**src/rtl/wb_port_arbiter_if.sv**
```systemverilog
// Register-file write port bundle: stage-3 writeback, long-unit results,
// and the arbitrated port toward the register file.
interface wb_port_arbiter_if;
  logic        pipe_wb_en;
  logic [4:0]  pipe_wb_rd;
  logic [31:0] pipe_wb_data;
  logic        lu_valid;
  logic [4:0]  lu_rd;
  logic [31:0] lu_data;
  logic        lu_ready;
  logic        pipe_stall;
  logic        rf_we;
  logic [4:0]  rf_wa;
  logic [31:0] rf_wd;

  modport master (
    output pipe_wb_en, pipe_wb_rd, pipe_wb_data,
    output lu_valid, lu_rd, lu_data,
    input  lu_ready, pipe_stall,
    input  rf_we, rf_wa, rf_wd
  );

  modport slave (
    input  pipe_wb_en, pipe_wb_rd, pipe_wb_data,
    input  lu_valid, lu_rd, lu_data,
    output lu_ready, pipe_stall,
    output rf_we, rf_wa, rf_wd
  );
endinterface

```
**src/rtl/wb_port_arbiter.sv**
```systemverilog
// Shares the register-file write port between stage-3 writeback and a
// buffered long-latency unit, with a starvation-forced one-cycle stall.
module wb_port_arbiter #(
  parameter int unsigned STARVE_LIMIT = 4
) (
  input logic           clk,
  input logic           rst,
  wb_port_arbiter_if.slave bus
);
  logic [1:0]       valid_q;
  logic [1:0]       killed_q;
  logic [1:0][4:0]  rd_q;
  logic [1:0][31:0] data_q;
  logic             rd_ptr;
  logic             wr_ptr;
  logic [1:0]       count;
  logic [3:0]       wait_cnt;

  logic head_valid;
  logic head_killed;
  logic head_live;
  logic pipe_commit;
  logic head_write;
  logic pop;
  logic push;
  logic push_kill;

  assign head_valid  = valid_q[rd_ptr];
  assign head_killed = killed_q[rd_ptr];
  assign head_live   = head_valid && !head_killed;

  assign bus.pipe_stall = !rst && head_live &&
                          (wait_cnt == 4'(STARVE_LIMIT));

  assign pipe_commit = !rst && bus.pipe_wb_en &&
                       (bus.pipe_wb_rd != 5'd0) && !bus.pipe_stall;

  // A stall hands the port to the head; otherwise the pipeline wins.
  assign head_write = head_live && (bus.pipe_stall || !pipe_commit);

  assign bus.rf_we = pipe_commit || head_write;
  assign bus.rf_wa = head_write ? rd_q[rd_ptr]   : bus.pipe_wb_rd;
  assign bus.rf_wd = head_write ? data_q[rd_ptr] : bus.pipe_wb_data;

  assign pop  = head_valid && (head_write || head_killed);
  assign bus.lu_ready = !rst && (count != 2'd2);
  assign push = bus.lu_valid && bus.lu_ready;

  // Older long-unit results to the same rd are dead once the pipe commits.
  assign push_kill = (bus.lu_rd == 5'd0) ||
                     (pipe_commit && (bus.lu_rd == bus.pipe_wb_rd));

  always_ff @(posedge clk or posedge rst) begin
    if (rst) begin
      valid_q  <= '0;
      killed_q <= '0;
      rd_q     <= '0;
      data_q   <= '0;
      rd_ptr   <= 1'b0;
      wr_ptr   <= 1'b0;
      count    <= 2'd0;
      wait_cnt <= 4'd0;
    end else begin
      for (int i = 0; i < 2; i++) begin
        if (pipe_commit && valid_q[i] && (rd_q[i] == bus.pipe_wb_rd))
          killed_q[i] <= 1'b1;
      end
      if (pop) begin
        valid_q[rd_ptr]  <= 1'b0;
        killed_q[rd_ptr] <= 1'b0;
        rd_ptr           <= ~rd_ptr;
      end
      if (push) begin
        valid_q[wr_ptr]  <= 1'b1;
        killed_q[wr_ptr] <= push_kill;
        rd_q[wr_ptr]     <= bus.lu_rd;
        data_q[wr_ptr]   <= bus.lu_data;
        wr_ptr           <= ~wr_ptr;
      end
      case ({push, pop})
        2'b10:   count <= count + 2'd1;
        2'b01:   count <= count - 2'd1;
        default: count <= count;
      endcase
      if (pop || !head_valid)
        wait_cnt <= 4'd0;
      else if (!head_killed)
        wait_cnt <= wait_cnt + 4'd1;
    end
  end
endmodule

```
**src/flat_wrapper.sv**
```systemverilog
// flat-port wrapper written by rule: the top's interface ports become plain ports
module wb_port_arbiter_flat 
#(
  parameter int unsigned STARVE_LIMIT = 4
)
  (clk, rst, bus_pipe_wb_en, bus_pipe_wb_rd, bus_pipe_wb_data, bus_lu_valid, bus_lu_rd, bus_lu_data, bus_lu_ready, bus_pipe_stall, bus_rf_we, bus_rf_wa, bus_rf_wd);
  wb_port_arbiter_if bus_i ();
  input logic clk;
  input logic rst;
  input wire logic [$bits(bus_i.pipe_wb_en)-1:0] bus_pipe_wb_en;
  input wire logic [$bits(bus_i.pipe_wb_rd)-1:0] bus_pipe_wb_rd;
  input wire logic [$bits(bus_i.pipe_wb_data)-1:0] bus_pipe_wb_data;
  input wire logic [$bits(bus_i.lu_valid)-1:0] bus_lu_valid;
  input wire logic [$bits(bus_i.lu_rd)-1:0] bus_lu_rd;
  input wire logic [$bits(bus_i.lu_data)-1:0] bus_lu_data;
  output wire logic [$bits(bus_i.lu_ready)-1:0] bus_lu_ready;
  output wire logic [$bits(bus_i.pipe_stall)-1:0] bus_pipe_stall;
  output wire logic [$bits(bus_i.rf_we)-1:0] bus_rf_we;
  output wire logic [$bits(bus_i.rf_wa)-1:0] bus_rf_wa;
  output wire logic [$bits(bus_i.rf_wd)-1:0] bus_rf_wd;
  assign bus_i.pipe_wb_en = bus_pipe_wb_en;
  assign bus_i.pipe_wb_rd = bus_pipe_wb_rd;
  assign bus_i.pipe_wb_data = bus_pipe_wb_data;
  assign bus_i.lu_valid = bus_lu_valid;
  assign bus_i.lu_rd = bus_lu_rd;
  assign bus_i.lu_data = bus_lu_data;
  assign bus_lu_ready = bus_i.lu_ready;
  assign bus_pipe_stall = bus_i.pipe_stall;
  assign bus_rf_we = bus_i.rf_we;
  assign bus_rf_wa = bus_i.rf_wa;
  assign bus_rf_wd = bus_i.rf_wd;
  wb_port_arbiter #(.STARVE_LIMIT(STARVE_LIMIT)) u_core (.clk(clk), .rst(rst), .bus(bus_i));
endmodule
```
**config.mk**
```make
export PLATFORM = sky130hd
export DESIGN_NAME = wb_port_arbiter_flat
export DESIGN_NICKNAME = d
export VERILOG_FILES = /design/src/rtl/wb_port_arbiter_if.sv /design/src/rtl/wb_port_arbiter.sv /design/src/flat_wrapper.sv
export SDC_FILE = /design/constraint.sdc
export NUM_CORES = 1
export LEC_CHECK = 0
export CAP_MARGIN = 20
export CELL_PAD_IN_SITES_DETAIL_PLACEMENT = 1
export CELL_PAD_IN_SITES_GLOBAL_PLACEMENT = 1
export CORE_UTILIZATION = 30
export CTS_CLUSTER_DIAMETER = 150
export DETAILED_ROUTE_END_ITERATION = 8
export GPL_TIMING_DRIVEN = 0
export PLACE_DENSITY_LB_ADDON = 0.1
export SYNTH_ARGS = -nofsm -noshare
export SYNTH_HDL_FRONTEND = slang
export SYNTH_SLANG_ARGS = --single-unit
```
**constraint.sdc**
```tcl
create_clock -name clk -period 3.4 [get_ports clk]
set_input_delay 0.85 -clock clk [delete_from_list [all_inputs] [get_ports clk]]
set_output_delay 0.85 -clock clk [all_outputs]
set_load 0.01 [all_outputs]
```
* Word-level counts from Yosys, hierarchy flattened *
Cells that the tools add are included.

word-level totals
  register bits = 86
  word-level logic and storage cells = 91
  input bits = 78
  output and inout bits = 40

cells by class
  bitwise gates (word level) = 6
  mux-type cells = 30
  equal/unequal tests = 8
  magnitude comparators = 4
  add/subtract/negate cells = 3
  reduce and logical (&&, ||, !) cells = 30

operators by type and width
  cell                   number
  $mux W32               4
  $bwmux W64             1
  $demux W32 S1          1
  $mux W5                4
  $logic_and A1 B1 Y1    17
  $eq A5 B5 Y1           3
  $bwmux W10             1
  $mux W1                8
  $mux W2                4
  $mux W4                2
  $demux W5 S1           1
  $logic_not A1 Y1       5
  $logic_not A5 Y1       1
  $logic_or A1 B1 Y1     5
  $reduce_bool A5 Y1     1
  $add A4 B1 Y4 const B  1
  $and A2 B2 Y2          2
  $eq A4 B3 Y1 const B   1
  $lt A1 B2 Y1 const B   2
  $ne A2 B2 Y1 const B   2
  $pmux W2 S2            1
  $add A2 B1 Y2 const B  1
  $bwmux W2              1
  $demux W1 S1           2
  8 further kinds        10

* Logic depth before layout (Yosys ltp) *
Gate-level depths: netlist of the first run.

  depth in word-level cells = 16
  gate-level depth with buffers = 11
  mapped depth without buffers = 11

* Worst setup path after synthesis of the first run *
OpenSTA, ideal clock, no wires.

  path type = input port to output port
  start point = input bus_pipe_wb_rd[0]
  end point = output bus_rf_wd[10]
  arrival = 2.166 ns
  required time = 2.550 ns
  stages = 6
  path buffers = 2
  slack = 0.384 ns
  cell sequence = or4_4 > o211ai_4 > nand2_2 > buf_6 > buf_6 > o21ai_1

between the ends
  word-level cells in the longest chain between the ends = 7

RTL lines
  item                 RTL line               source
  start, declared      flat_wrapper.sv:11     input wire logic [$bits(bus_i.pipe_wb_rd)-1:0] bus_pipe_wb_rd;
  $reduce_bool A5 Y1   wb_port_arbiter.sv:36  (bus.pipe_wb_rd != 5'd0) && !bus.pipe_stall;
  $logic_and A1 B1 Y1  wb_port_arbiter.sv:35  assign pipe_commit = !rst && bus.pipe_wb_en &&
  $logic_and A1 B1 Y1  wb_port_arbiter.sv:36
  $logic_not A1 Y1     wb_port_arbiter.sv:39  assign head_write = head_live && (bus.pipe_stall || !pipe_commit);
  $logic_or A1 B1 Y1   wb_port_arbiter.sv:39
  $logic_and A1 B1 Y1  wb_port_arbiter.sv:39
  $mux W32             wb_port_arbiter.sv:43  assign bus.rf_wd = head_write ? data_q[rd_ptr] : bus.pipe_wb_data;
  end, declared        flat_wrapper.sv:20     output wire logic [$bits(bus_i.rf_wd)-1:0] bus_rf_wd;

Every way passes these cells.

* Worst setup path in the final report of the first run *
  start point = input bus_pipe_wb_rd[3]
  end point = output bus_rf_wd[0]

Same word-level chain as after synthesis.

==> results of run 1 <==
[power by group through the flow]
stage / combinational [uW] / clock [uW] / sequential, uW
6_report: 2440 / 919 / 1800
5_1_grt: 2670 / 1000 / 1870
4_1_cts: 2320 / 958 / 1800
3_5_place_dp: 2370 / 0 / 1820
3_3_place_gp: 2320 / 0 / 1790
2_1_floorplan: 1550 / 0 / 1740
[state kept, by name, summed over array words and instances, names as in the netlist]
name,cells
u_core.data_q,64
u_core.rd_q,10
u_core.wait_cnt,4
u_core.count,2
u_core.killed_q,2
u_core.valid_q,2
u_core.rd_ptr,1
u_core.wr_ptr,1
[cell type report]
cell class / instances / area (um^2)
sequential: 86 / 2150
multi-input combinational: 262 / 2220
buffer: 22 / 189
timing repair buffer: 125 / 1160
clock inverter: 1 / 5.00
inverter: 6 / 25.0
clock buffer: 14 / 264
tap: 184 / 230
fill: 1629 / 8290
[placed cells by master, fill, tap and decap left out, drive strengths merged, types with 2 or more instances in the layout]
cell / count
nor2b: 3
nand3b: 2
mux2: 74
xnor2: 14
a21oi: 4
or4: 2
nor2: 10
nand2b: 4
inv: 6
ha: 3
clkbuf: 26
xor2: 7
nand2: 42
o21ai: 40
dfrtp: 86
nand3: 7
mux2i: 38
o21a: 2
buf: 60
clkdlybuf4s50: 75
nor3: 4
[repair_timing]
| action | 4_1_cts | 5_1_grt |
|---|---|---|
| hold buffers | 0 | 0 |
| setup endpoints to repair | 38 | 34 |
| setup buffers | 3 | 1 |
| gates cloned | 1 | 3 |
| pin swaps | 2 | 10 |
| resized for setup | 180 | 36 |
[worst max-delay path, stage by stage]
cell,delay [ps]
buf_4,140
or4_4,530
o211ai_4,220
nand2_4,110
clkbuf_16,220
clkbuf_16,160
o21ai_2,120
buf_2,140
[worst max-delay path by stage]
stage	slack, ps	cells after the start	start	endpoint
after floorplan	330	1	rst	u_core.count[0]$_DFFE_PP0P_
after global placement	-1230	2	rst	u_core.data_q[13]$_DFFE_PP0P_
after detailed placement	-960	7	bus_pipe_wb_rd[0]	bus_rf_wa[4]
after CTS	-10	8	bus_pipe_wb_rd[2]	bus_rf_wa[4]
after global routing	7	9	bus_pipe_wb_rd[3]	bus_rf_wd[5]
final	60	8	bus_pipe_wb_rd[3]	bus_rf_wd[0]
[metal layers]
| metal | wire length [um] | GRT usage, % | share of wire, % |
|---|---|---|---|
| met1 | 5340 | 21.2 | 44 |
| met5 | 0 | 0 | 0 |
| met2 | 6100 | 28.7 | 50 |
| met3 | 692 | 5.59 | 5.7 |
| met4 | 103 | 3.79 | 0.84 |
[kinds of logic (layout without fill, tap and decap cells)]
group	Yosys count	after routing
flops	86	86
xor+xnor	21	21
buf+inv	29	168
simple gates	75	75
compound gates	51	51
mux	112	112
fa+ha+maj	3	3
[per-stage QoR]
step / setup WS [ps] / total power (uW)
3_5_place_dp: -964 / 4190
6_report: 55.1 / 5170
3_3_place_gp: -1230 / 4110
5_1_grt: 7.17 / 5550
4_1_cts: -12.0 / 5080
2_1_floorplan: 328 / 3290
==> parameters.txt, run 1 <==
Parameter                              Value

Placed design
  DPL Wire Length ... approximately 8600 um
  Total instance count after detailed placement ... ~680
  Cell area reported after detailed placement ... 0.00588 mm^2
  Count of input and output buffers ... roughly 120
  Routability cong. ... around 0.72

Logic synthesis
  Cell Area, Synth ... ~0.0045 mm^2
  Flop and latch count out of synthesis ... 86
  YS warnings ... 0
  Dominant combinational cell family by area after synthesis ... multiplexers
  Cell variety after synth ... 31
  Share of the synthesized netlist area taken by xor and xnor gates ... around 4%
  Average size of a mapped cell ... 11.8 um^2
  Proportion of register bits with asynchronous set or reset after synthesis ... 100%
  Most used DFF post-synth ... dfrtp_1
  Share of synthesized area spent on multiplexers ... a little over a quarter
  Adder-cell area share of the yosys netlist ... less than 1%
  Count of flip-flops with a built-in enable after synthesis ... 0
  Area share of the leading cell type in the synthesized netlist ... between 40% and 50%
  Simple-gate share of the synthesized area ... around 7.6%
  Proportion of synthesized chip area in sequential cells ... 48.2%
  Cell type contributing the most total cell area after synthesis ... dfrtp_1
  Synth cell count leaders ... dfrtp_1, mux2_2, nand2_1
  Leading cell type by number of instances after synthesis ... dfrtp_1
  Synth Net Count ... about 460
  Cell count after synthesis ... roughly 380
  Compound-cell area share of the yosys netlist ... 8.22%
  Top area cells in the synthesized netlist ... dfrtp_1, mux2_2, mux2i_1

Die
  I/O pins ... roughly 120
  Area of the die ... between 0.015 and 0.02 mm^2
  FP Rows ... 44
  Initial core utilization ... a little over 30%
  Die span in y ... between 100 and 150 um
  Core Region ... around 0.015 mm^2
  Die outline width ... 124 um

STA
  Hold Worst Slack ... 470 ps
  Relative slew margins ... about two fifths
  RSZ-0062 raised after global routing ... false
  Final-layout setup total negative slack ... 0 ps
  Clock Skews ... between 4 and 5 ps
  Final Cycle Share ... 98.4%
  Final period demand of the worst path ... around 3300 ps
  Final Max Tran Viols ... 0
  Achievable Freq ... roughly 300 MHz
  Final setup fails ... 0
  Slew @ Worst Pin ... between 800 and 900 ps
  Number of hold violations in the final report ... 0

Finish
  Post-layout instance area ... 0.00625 mm^2
  Non-filler cells in the finished layout ... 700
  Final cell utilization of the core ... a little over two fifths
  Layout overhead on the synthesized area ... 40.0%
  Final layout net count ... 593
  Count of inserted antenna diode cells ... 0
  Share of cells above drive strength 1 ... between 30% and 40%

Min path
  Hold_sp ... u_core.count[1]$_DFFE_PP0P_
  Worst min path class ... reg -> reg
  Hold path cells ... 1
  Worst Hold End ... u_core.count[1]$_DFFE_PP0P_

Power and ir drop
  Static Leak ... around 0.0029 uW
  Maximum vdd ir drop ... roughly 0.33 mV
  Net switching power ... between 1500 and 2000 uW
  Internal power component ... around 3400 uW
  Power density normalized to cell area ... a little over 800 mW/mm^2
  Switching part of the total power ... between 30% and 40%
  Portion of total power attributed to combinational logic ... a little under half
  Clk pwr share ... 17.8%
  Sequential power share ... roughly a third

Critical path
  Source of the worst register-to-register timing path ... u_core.rd_ptr$_DFFE_PP0N_
  WS Path Type ... in -> out
  Setup slack of the worst register-to-register path ... 1120 ps
  Arr. time, crit path ... approximately 2500 ps
  Endpoint type of the worst setup path ... primary output
  Reg-to-reg critical path endpoint ... u_core.count[1]$_DFFE_PP0P_
  Critical Path Start Type ... input port
  Crit-path max FO ... 5
  Count of cells along the worst register-to-register path ... 7
  Data required, critical path ... between 2000 and 3000 ps

Clock network
  Later-pin clock latency in the skew report ... around 340 ps
  Total number of clock tree sinks ... between 80 and 90
  H-tree levels ... 3
  Clock transition time at the flip-flop clock pins of the worst setup and hold paths ... approximately 60 ps
  CTS tree ... done
  Number of buffers on the longest clock path ... 2
  Buffer type at the clock tree root ... clkbuf_16
  Num CTS Buffers ... 9

Global routing
  Initial antenna violation count ... 0
  Global-route wire length before repair ... ~19,000 um
  Largest net degree at the start of global routing ... 71
  Total track usage ... about 17%
  Number of global-route vias before repair ... about 3,700
  Global route total overflow ... 0

Routing
  DR pass1 iterations ... 4
  Post-DR wirelength/cell ... about 17 um
  Post-Route WL ... roughly 12,000 um
  Violation count after the first detailed-route iteration ... 98
  Vias per Instance ... between 4 and 5
  Total via count after detailed routing ... between 3,000 and 4,000
  Antenna Violating Nets Remaining ... 0
  Post-detailed-route DRC marker count ... 0

Flow run
  Max capacitance violation total ... 0

Status
  Result of the run ... complete, no violations
(Power assumes the default switching activity.)
==> inputs of run 2 (changes only) <==
- clock period: 3.4 -> 4.35 ns (I/O delays scaled with it)
==> parameters.txt, run 2 (synthesized netlist as in run 1, its figures left out) <==
Parameter                              Value

Status
  Result of the run ... complete, no violations (unchanged)

Die
  Die span in y ... 124 um (unchanged)
  Initial core utilization ... 30.7% (unchanged)
  Die outline width ... 124 um (unchanged)
  I/O pins ... 118 (unchanged)
  Area of the die ... 0.0154 mm^2 (unchanged)
  Core Region ... 0.0145 mm^2 (unchanged)
  FP Rows ... 44 (unchanged)

Power and ir drop
  Switching part of the total power ... 34.5% (was 35.1%)
  Clk pwr share ... 18.6% (was 17.8%)
  Sequential power share ... 36.2% (was 34.9%)
  Maximum vdd ir drop ... 0.257 mV (was 0.327 mV)
  Power density normalized to cell area ... 629 mW/mm^2 (was 827 mW/mm^2)
  Internal power component ... 2540 uW (was 3350 uW)
  Net switching power ... 1340 uW (was 1810 uW)
  Portion of total power attributed to combinational logic ... 45.2% (was 47.3%)
  Static Leak ... 0.00286 uW (about the same)

Routing
  Post-DR wirelength/cell ... 16.9 um (was 17.5 um)
  DR pass1 iterations ... 4 (unchanged)
  Post-Route WL ... 11,800 um (was 12,200 um)
  Vias per Instance ... 4.79 (was 4.77)
  Violation count after the first detailed-route iteration ... 136 (was 98)
  Antenna Violating Nets Remaining ... 0 (unchanged)
  Total via count after detailed routing ... 3,341 (was 3,336)
  Post-detailed-route DRC marker count ... 0 (unchanged)

Global routing
  Global-route wire length before repair ... 19,100 um (was 19,400 um)
  Initial antenna violation count ... 0 (unchanged)
  Total track usage ... 16.8% (was 17.1%)
  Largest net degree at the start of global routing ... 71 (unchanged)
  Global route total overflow ... 0 (unchanged)
  Number of global-route vias before repair ... 3,619 (was 3,654)

Finish
  Most common cell after layout, fill and taps aside ... dfrtp_1 (unchanged)
  Register with the most flip-flops ... u_core.data_q (unchanged)
  Count of inserted antenna diode cells ... 0 (unchanged)
  Number of flip-flops under the largest register name ... 64 (unchanged)
  Share of cells above drive strength 1 ... 25.7% (was 37.4%)
  Top library cells by usage in the layout, fill and taps aside ... dfrtp_1, clkdlybuf4s50_1, mux2_2, nand2_1, mux2i_1 (was dfrtp_1, clkdlybuf4s50_1, mux2_2, buf_2, mux2i_1)
  Layout overhead on the synthesized area ... 38.2% (was 40.0%)
  Largest registers in the final layout ... u_core.data_q: 64 flops, u_core.rd_q: 10 flops, u_core.wait_cnt: 4 flops (unchanged)
  Non-filler cells in the finished layout ... 698 (was 700)
  Final layout net count ... 591 (was 593)
  Post-layout instance area ... 0.00617 mm^2 (was 0.00625 mm^2)

Clock network
  Total number of clock tree sinks ... 86 (unchanged)
  CTS tree ... done (unchanged)
  Buffer type at the clock tree root ... clkbuf_16 (unchanged)
  Number of buffers on the longest clock path ... 2 (unchanged)
  Later-pin clock latency in the skew report ... 340 ps (about the same)
  Clock transition time at the flip-flop clock pins of the worst setup and hold paths ... 60 ps (about the same)
  Num CTS Buffers ... 9 (unchanged)
  H-tree levels ... 3 (unchanged)
  Post-cts hold buffer count ... 0 (unchanged)

STA
  Hold Worst Slack ... 473 ps (was 470 ps)
  Slew @ Worst Pin ... 861 ps (was 872 ps)
  Final Cycle Share ... approximately 98%
  Clock Skews ... 4.87 ps (was 4.24 ps)
  RSZ-0062 raised after global routing ... false (unchanged)
  Final Max Tran Viols ... 0 (unchanged)
  Final setup fails ... 0 (unchanged)
  Final period demand of the worst path ... 4280 ps
  Relative slew margins ... 42.6% (was 41.8%)
  Achievable Freq ... roughly 230 MHz
  Number of hold violations in the final report ... 0 (unchanged)
  Final-layout setup total negative slack ... 0 ps (unchanged)

Critical path
  Crit-path max FO ... 10 (was 5)
  Arr. time, crit path ... 3190 ps (was 2490 ps)
  Source of the worst register-to-register timing path ... u_core.rd_ptr$_DFFE_PP0N_ (unchanged)
  Endpoint type of the worst setup path ... primary output (unchanged)
  Count of cells along the worst register-to-register path ... 7 (unchanged)
  Critical Path Start Type ... input port (unchanged)
  Reg-to-reg critical path endpoint ... u_core.count[1]$_DFFE_PP0P_ (unchanged)
  Setup slack of the worst register-to-register path ... 2060 ps (was 1120 ps)
  Data required, critical path ... 3260 ps (was 2550 ps)
  Worst setup path startpoint ... bus_pipe_wb_rd[3] (unchanged)
  WS Path Type ... in -> out (unchanged)
  Critical Path End ... bus_rf_wd[30] (was bus_rf_wd[0])

Min path
  Hold_sp ... u_core.count[1]$_DFFE_PP0P_ (unchanged)
  Worst min path class ... reg -> reg (unchanged)

Placed design
  Total instance count after detailed placement ... 678 (unchanged)
  Cell area reported after detailed placement ... 0.00588 mm^2 (unchanged)
  DPL Wire Length ... 8560 um (unchanged)
  Count of input and output buffers ... 116 (unchanged)
  Routability cong. ... 0.723 (unchanged)

Flow run
  Max capacitance violation total ... 0 (unchanged)
-- run 2: worst max-delay path, stage by stage --
cell	delay, ps
dlygate4sd2_1	320
or4_4	560
o211ai_4	200
nand2_2	130
buf_8	170
buf_4	130
buf_6	140
nand2_1	90
o21ai_2	60
dlygate4sd2_1	290
-- run 2: power by group through the flow --
stage | clock [uW] | sequential, uW | combinational (uW)
after floorplan | 0 | 1360 | 1210
after global placement | 0 | 1400 | 1810
after detailed placement | 0 | 1420 | 1850
after CTS | 749 | 1410 | 1780
after global routing | 782 | 1460 | 1930
final | 720 | 1410 | 1750
-- run 2: area by class of cell --
cell class | count | area [um^2]
flip-flops and latches | 86 | 2150
clock inverters | 1 | 5.00
multi-input cells | 262 | 2140
well taps | 184 | 230
plain buffers | 23 | 160
repair buffers | 122 | 1190
inverters | 6 | 25.0
fillers | 1636 | 8370
clock buffers | 14 | 264
-- run 2: layer usage --
metal  vias up  share of wire, %  global-route usage, %  wire length (um)
li1       1579                 -                      -                 -
met5         -                 0                      0                 0
met4         0              0.82                   3.79                97
met3         6               6.2                   5.77               727
met1      1681                44                   20.9              5190
met2        75                49                   27.9              5780
-- run 2: how the worst min path moves through the flow --
stage,cells after the start,to,slack [ps]
after floorplan,1,u_core.count[1]$_DFFE_PP0P_,440
after global placement,1,u_core.count[1]$_DFFE_PP0P_,460
after detailed placement,1,u_core.count[1]$_DFFE_PP0P_,470
after CTS,1,u_core.count[1]$_DFFE_PP0P_,480
after global routing,1,u_core.count[1]$_DFFE_PP0P_,500
final,1,u_core.count[1]$_DFFE_PP0P_,470
-- run 2: through the flow --
stage,util (%),power [uW],worst slack [ps]
after floorplan,-,2570,859
after global placement,40.3,3210,-517
after detailed placement,40.5,3270,-489
after CTS,42.1,3940,-44.2
after global routing,42.4,4170,15.7
final,42.4,3880,72.4
-- run 2: timing repair --
| item | CTS | global route |
|---|---|---|
| endpoints found under the setup margin | 37 | 6 |
| gates resized for setup | 38 | 11 |
| pin swaps | 2 | 1 |
| endpoints found under the hold margin | 0 | 0 |
| cloned | 0 | 0 |
| setup buffers | 1 | 4 |
==> inputs of run 3 (changes only) <==
- CORE_UTILIZATION: 30 -> 41
- CTS_CLUSTER_SIZE: not set -> 20
==> parameters.txt, run 3 (synthesized netlist as in run 1, its figures left out) <==
Parameter                              Value

Critical path
  Setup slack of the worst register-to-register path ... 2130 ps (was 2060 ps)
  Data required, critical path ... 3260 ps (about the same)
  Critical Path Start Type ... input port (unchanged)
  Critical Path Slowest Stage Cell ... or4_4 (unchanged)
  Crit-path max FO ... 10 (unchanged)
  Largest delay contributor family on the critical path ... buffers and inverters (unchanged)
  Buffers plus inverters on the worst setup path ... 4 (was 5)
  Endpoint type of the worst setup path ... primary output (unchanged)
  WS Path Type ... in -> out (unchanged)
  Cells along the critical path ... dlygate4sd2_1, or4_4, o211ai_4, nand2_2, buf_8, buf_6, o21ai_2, dlygate4sd2_1 (was dlygate4sd2_1, or4_4, o211ai_4, nand2_2, buf_8, buf_4, buf_6, nand2_1, o21ai_2, dlygate4sd2_1)
  Highest cell delay on the worst timing path ... 590 ps (was 560 ps)
  Arr. time, crit path ... 3130 ps (was 3190 ps)
  Most used cell along the critical path ... dlygate4sd2_1 (unchanged)

Die
  FP Rows ... 37 (was 44)
  Die span in y ... 106 um (was 124 um)
  Core Region ... 0.0104 mm^2 (was 0.0145 mm^2)
  Die outline width ... 106 um (was 124 um)
  Initial core utilization ... 42.8% (was 30.7%)
  I/O pins ... 118 (unchanged)
  Area of the die ... 0.0113 mm^2 (was 0.0154 mm^2)

Clock network
  Num CTS Buffers ... 9 (unchanged)
  Clock transition time at the flip-flop clock pins of the worst setup and hold paths ... 90 ps (was 60 ps)
  Number of buffers on the longest clock path ... 2 (unchanged)
  Total number of clock tree sinks ... 86 (unchanged)
  CTS tree ... done (unchanged)
  Later-pin clock latency in the skew report ... 350 ps (was 340 ps)
  Buffer type at the clock tree root ... clkbuf_8 (was clkbuf_16)
  H-tree levels ... 3 (unchanged)
  Post-cts hold buffer count ... 0 (unchanged)

STA
  Final Max Tran Viols ... 0 (unchanged)
  Final period demand of the worst path ... 4220 ps (was 4280 ps)
  Relative slew margins ... 44.4% (was 42.6%)
  Slew @ Worst Pin ... 833 ps (was 861 ps)
  Achievable Freq ... 237 MHz (was 234 MHz)
  Final setup fails ... 0 (unchanged)
  RSZ-0062 raised after global routing ... false (unchanged)
  Number of hold violations in the final report ... 0 (unchanged)
  Final Cycle Share ... 97.1% (was 98.3%)
  Final setup slack of the worst path ... 128 ps (was 72.4 ps)
  Clock Skews ... 11.7 ps (was 4.87 ps)

Finish
  Post-layout instance area ... 0.00600 mm^2 (was 0.00617 mm^2)
  Register with the most flip-flops ... u_core.data_q (unchanged)
  Count of inserted antenna diode cells ... 0 (unchanged)
  Filler Cells Inserted ... 1,117 (was 1,636)
  Final cell utilization of the core ... 57.6% (was 42.4%)
  Share of cells above drive strength 1 ... 25.1% (was 25.7%)
  Number of flip-flops under the largest register name ... 64 (unchanged)
  Most common cell after layout, fill and taps aside ... dfrtp_1 (unchanged)
  Final layout net count ... 588 (was 591)
  Non-filler cells in the finished layout ... 646 (was 698)
  Layout overhead on the synthesized area ... 34.5% (was 38.2%)
  Top library cells by usage in the layout, fill and taps aside ... dfrtp_1, clkdlybuf4s50_1, mux2_2, nand2_1, mux2i_1 (unchanged)
  Largest registers in the final layout ... u_core.data_q: 64 flops, u_core.rd_q: 10 flops, u_core.wait_cnt: 4 flops (unchanged)

Placed design
  Routability cong. ... 0.759 (was 0.723)
  DPL Wire Length ... 8210 um (was 8560 um)
  Total instance count after detailed placement ... 630 (was 678)
  Pre-CTS setup slack ... -492 ps (was -489 ps)
  Count of input and output buffers ... 116 (unchanged)
  Cell area reported after detailed placement ... 0.00582 mm^2 (was 0.00588 mm^2)

Global routing
  Global-route wire length before repair ... 18,300 um (was 19,100 um)
  Largest net degree at the start of global routing ... 46 (was 71)
  Total track usage ... 21.0% (was 16.8%)
  Initial antenna violation count ... 1 (was 0)
  Number of global-route vias before repair ... 3,635 (was 3,619)
  Global route total overflow ... 0 (unchanged)

Routing
  Detailed-routing wirelength on met1 ... 4930 um (was 5190 um)
  Total via count after detailed routing ... 3,350 (was 3,341)
  Met2 wire length ... 5650 um (was 5780 um)
  WL met3 ... 501 um (was 727 um)
  Violation count after the first detailed-route iteration ... 75 (was 136)
  Vias per Instance ... 5.19 (was 4.79)
  DR pass1 iterations ... 4 (unchanged)
  Post-detailed-route DRC marker count ... 0 (unchanged)
  Antenna Violating Nets Remaining ... 0 (unchanged)
  Highest metal layer with signal wires ... met5 (was met4)
  Post-DR wirelength/cell ... 17.4 um (was 16.9 um)
  Post-Route WL ... 11,200 um (was 11,800 um)

Status
  Result of the run ... complete, no violations (unchanged)

Power and ir drop
  Total power of the final layout ... 3690 uW (was 3880 uW)
  Static Leak ... 0.00279 uW (was 0.00286 uW)
  Power density normalized to cell area ... 615 mW/mm^2 (was 629 mW/mm^2)
  Maximum vdd ir drop ... 0.235 mV (was 0.257 mV)

Min path
  Worst min path class ... reg -> reg (unchanged)

Flow run
  Max capacitance violation total ... 0 (unchanged)
-- run 3: cell types whose count changed in the layout (fill, tap and decap cells not counted), moves of 2 or more --
cell           previous run  this run
buf_12                    0         2
buf_4                     5         1
clkbuf_1                 12        10
clkbuf_16                 9         0
clkbuf_2                  2         0
clkbuf_8                  3        10
clkinvlp_4                0         2
dlygate4sd2_1            33        36
-- run 3: repair_timing --
action,in CTS,in global routing
pin swaps,2,0
resized for setup,40,5
setup endpoints to repair,37,5
setup buffers,2,0
-- run 3: layout make-up --
cell class	count	area [um^2]	area share (%)
Clock buffer	10	128	2.13
Timing Repair Buffer	119	1180	19.6
Tap cell	136	170	2.84
Clock inverter	4	50.0	0.834
Sequential cell	86	2150	35.9
Multi-Input combinational cell	262	2140	35.7
Inverter	6	25.0	0.417
Buffer	23	160	2.67
-- run 3: layer usage --
metal	up-vias	GRT usage [%]
met1	1683	26.6
met3	12	4.11
met5	-	0
met4	2	5.65
met2	80	36.4
li1	1573	-
-- run 3: where the power goes --
part	total, uW	switching (uW)	leakage, uW	internal, uW
Sequential	1410	225	0.00103	1190
Clock	537	278	0.0000842	258
Combinational	1740	812	0.00168	930
Total	3690	1310	0.00279	2370
-- run 3: worst paths after layout --
path                                        startpoint                       endpoint  cells past startpoint
max                                  bus_pipe_wb_rd[3]                   bus_rf_wa[1]                      8
min                        u_core.count[1]$_DFFE_PP0P_    u_core.count[1]$_DFFE_PP0P_                      1
max reg2reg                  u_core.rd_ptr$_DFFE_PP0N_    u_core.count[1]$_DFFE_PP0P_                      7
min reg2reg                u_core.count[1]$_DFFE_PP0P_    u_core.count[1]$_DFFE_PP0P_                      1
max in group asynchronous                          rst  u_core.data_q[43]$_DFFE_PP0P_                      3
min in group asynchronous                          rst    u_core.count[1]$_DFFE_PP0P_                      2
-- run 3: through the flow --
stage          TNS (ps)  hold slack (ps)
2_1_floorplan         0              442
3_3_place_gp     -42930              457
3_5_place_dp     -15860              475
4_1_cts               0              487
5_1_grt               0              497
6_report              0              483
-- run 3: worst register-to-register path, delay by kind of cell (launching register included) --
family	cells	cell delay [ps]
xor gates and xnor gates	1	150
DFF	1	340
and+or+nand+nor	2	280
AOI/OAI and AO/OA	1	170
adders and majority gates	1	270
buffers and inverters	2	930
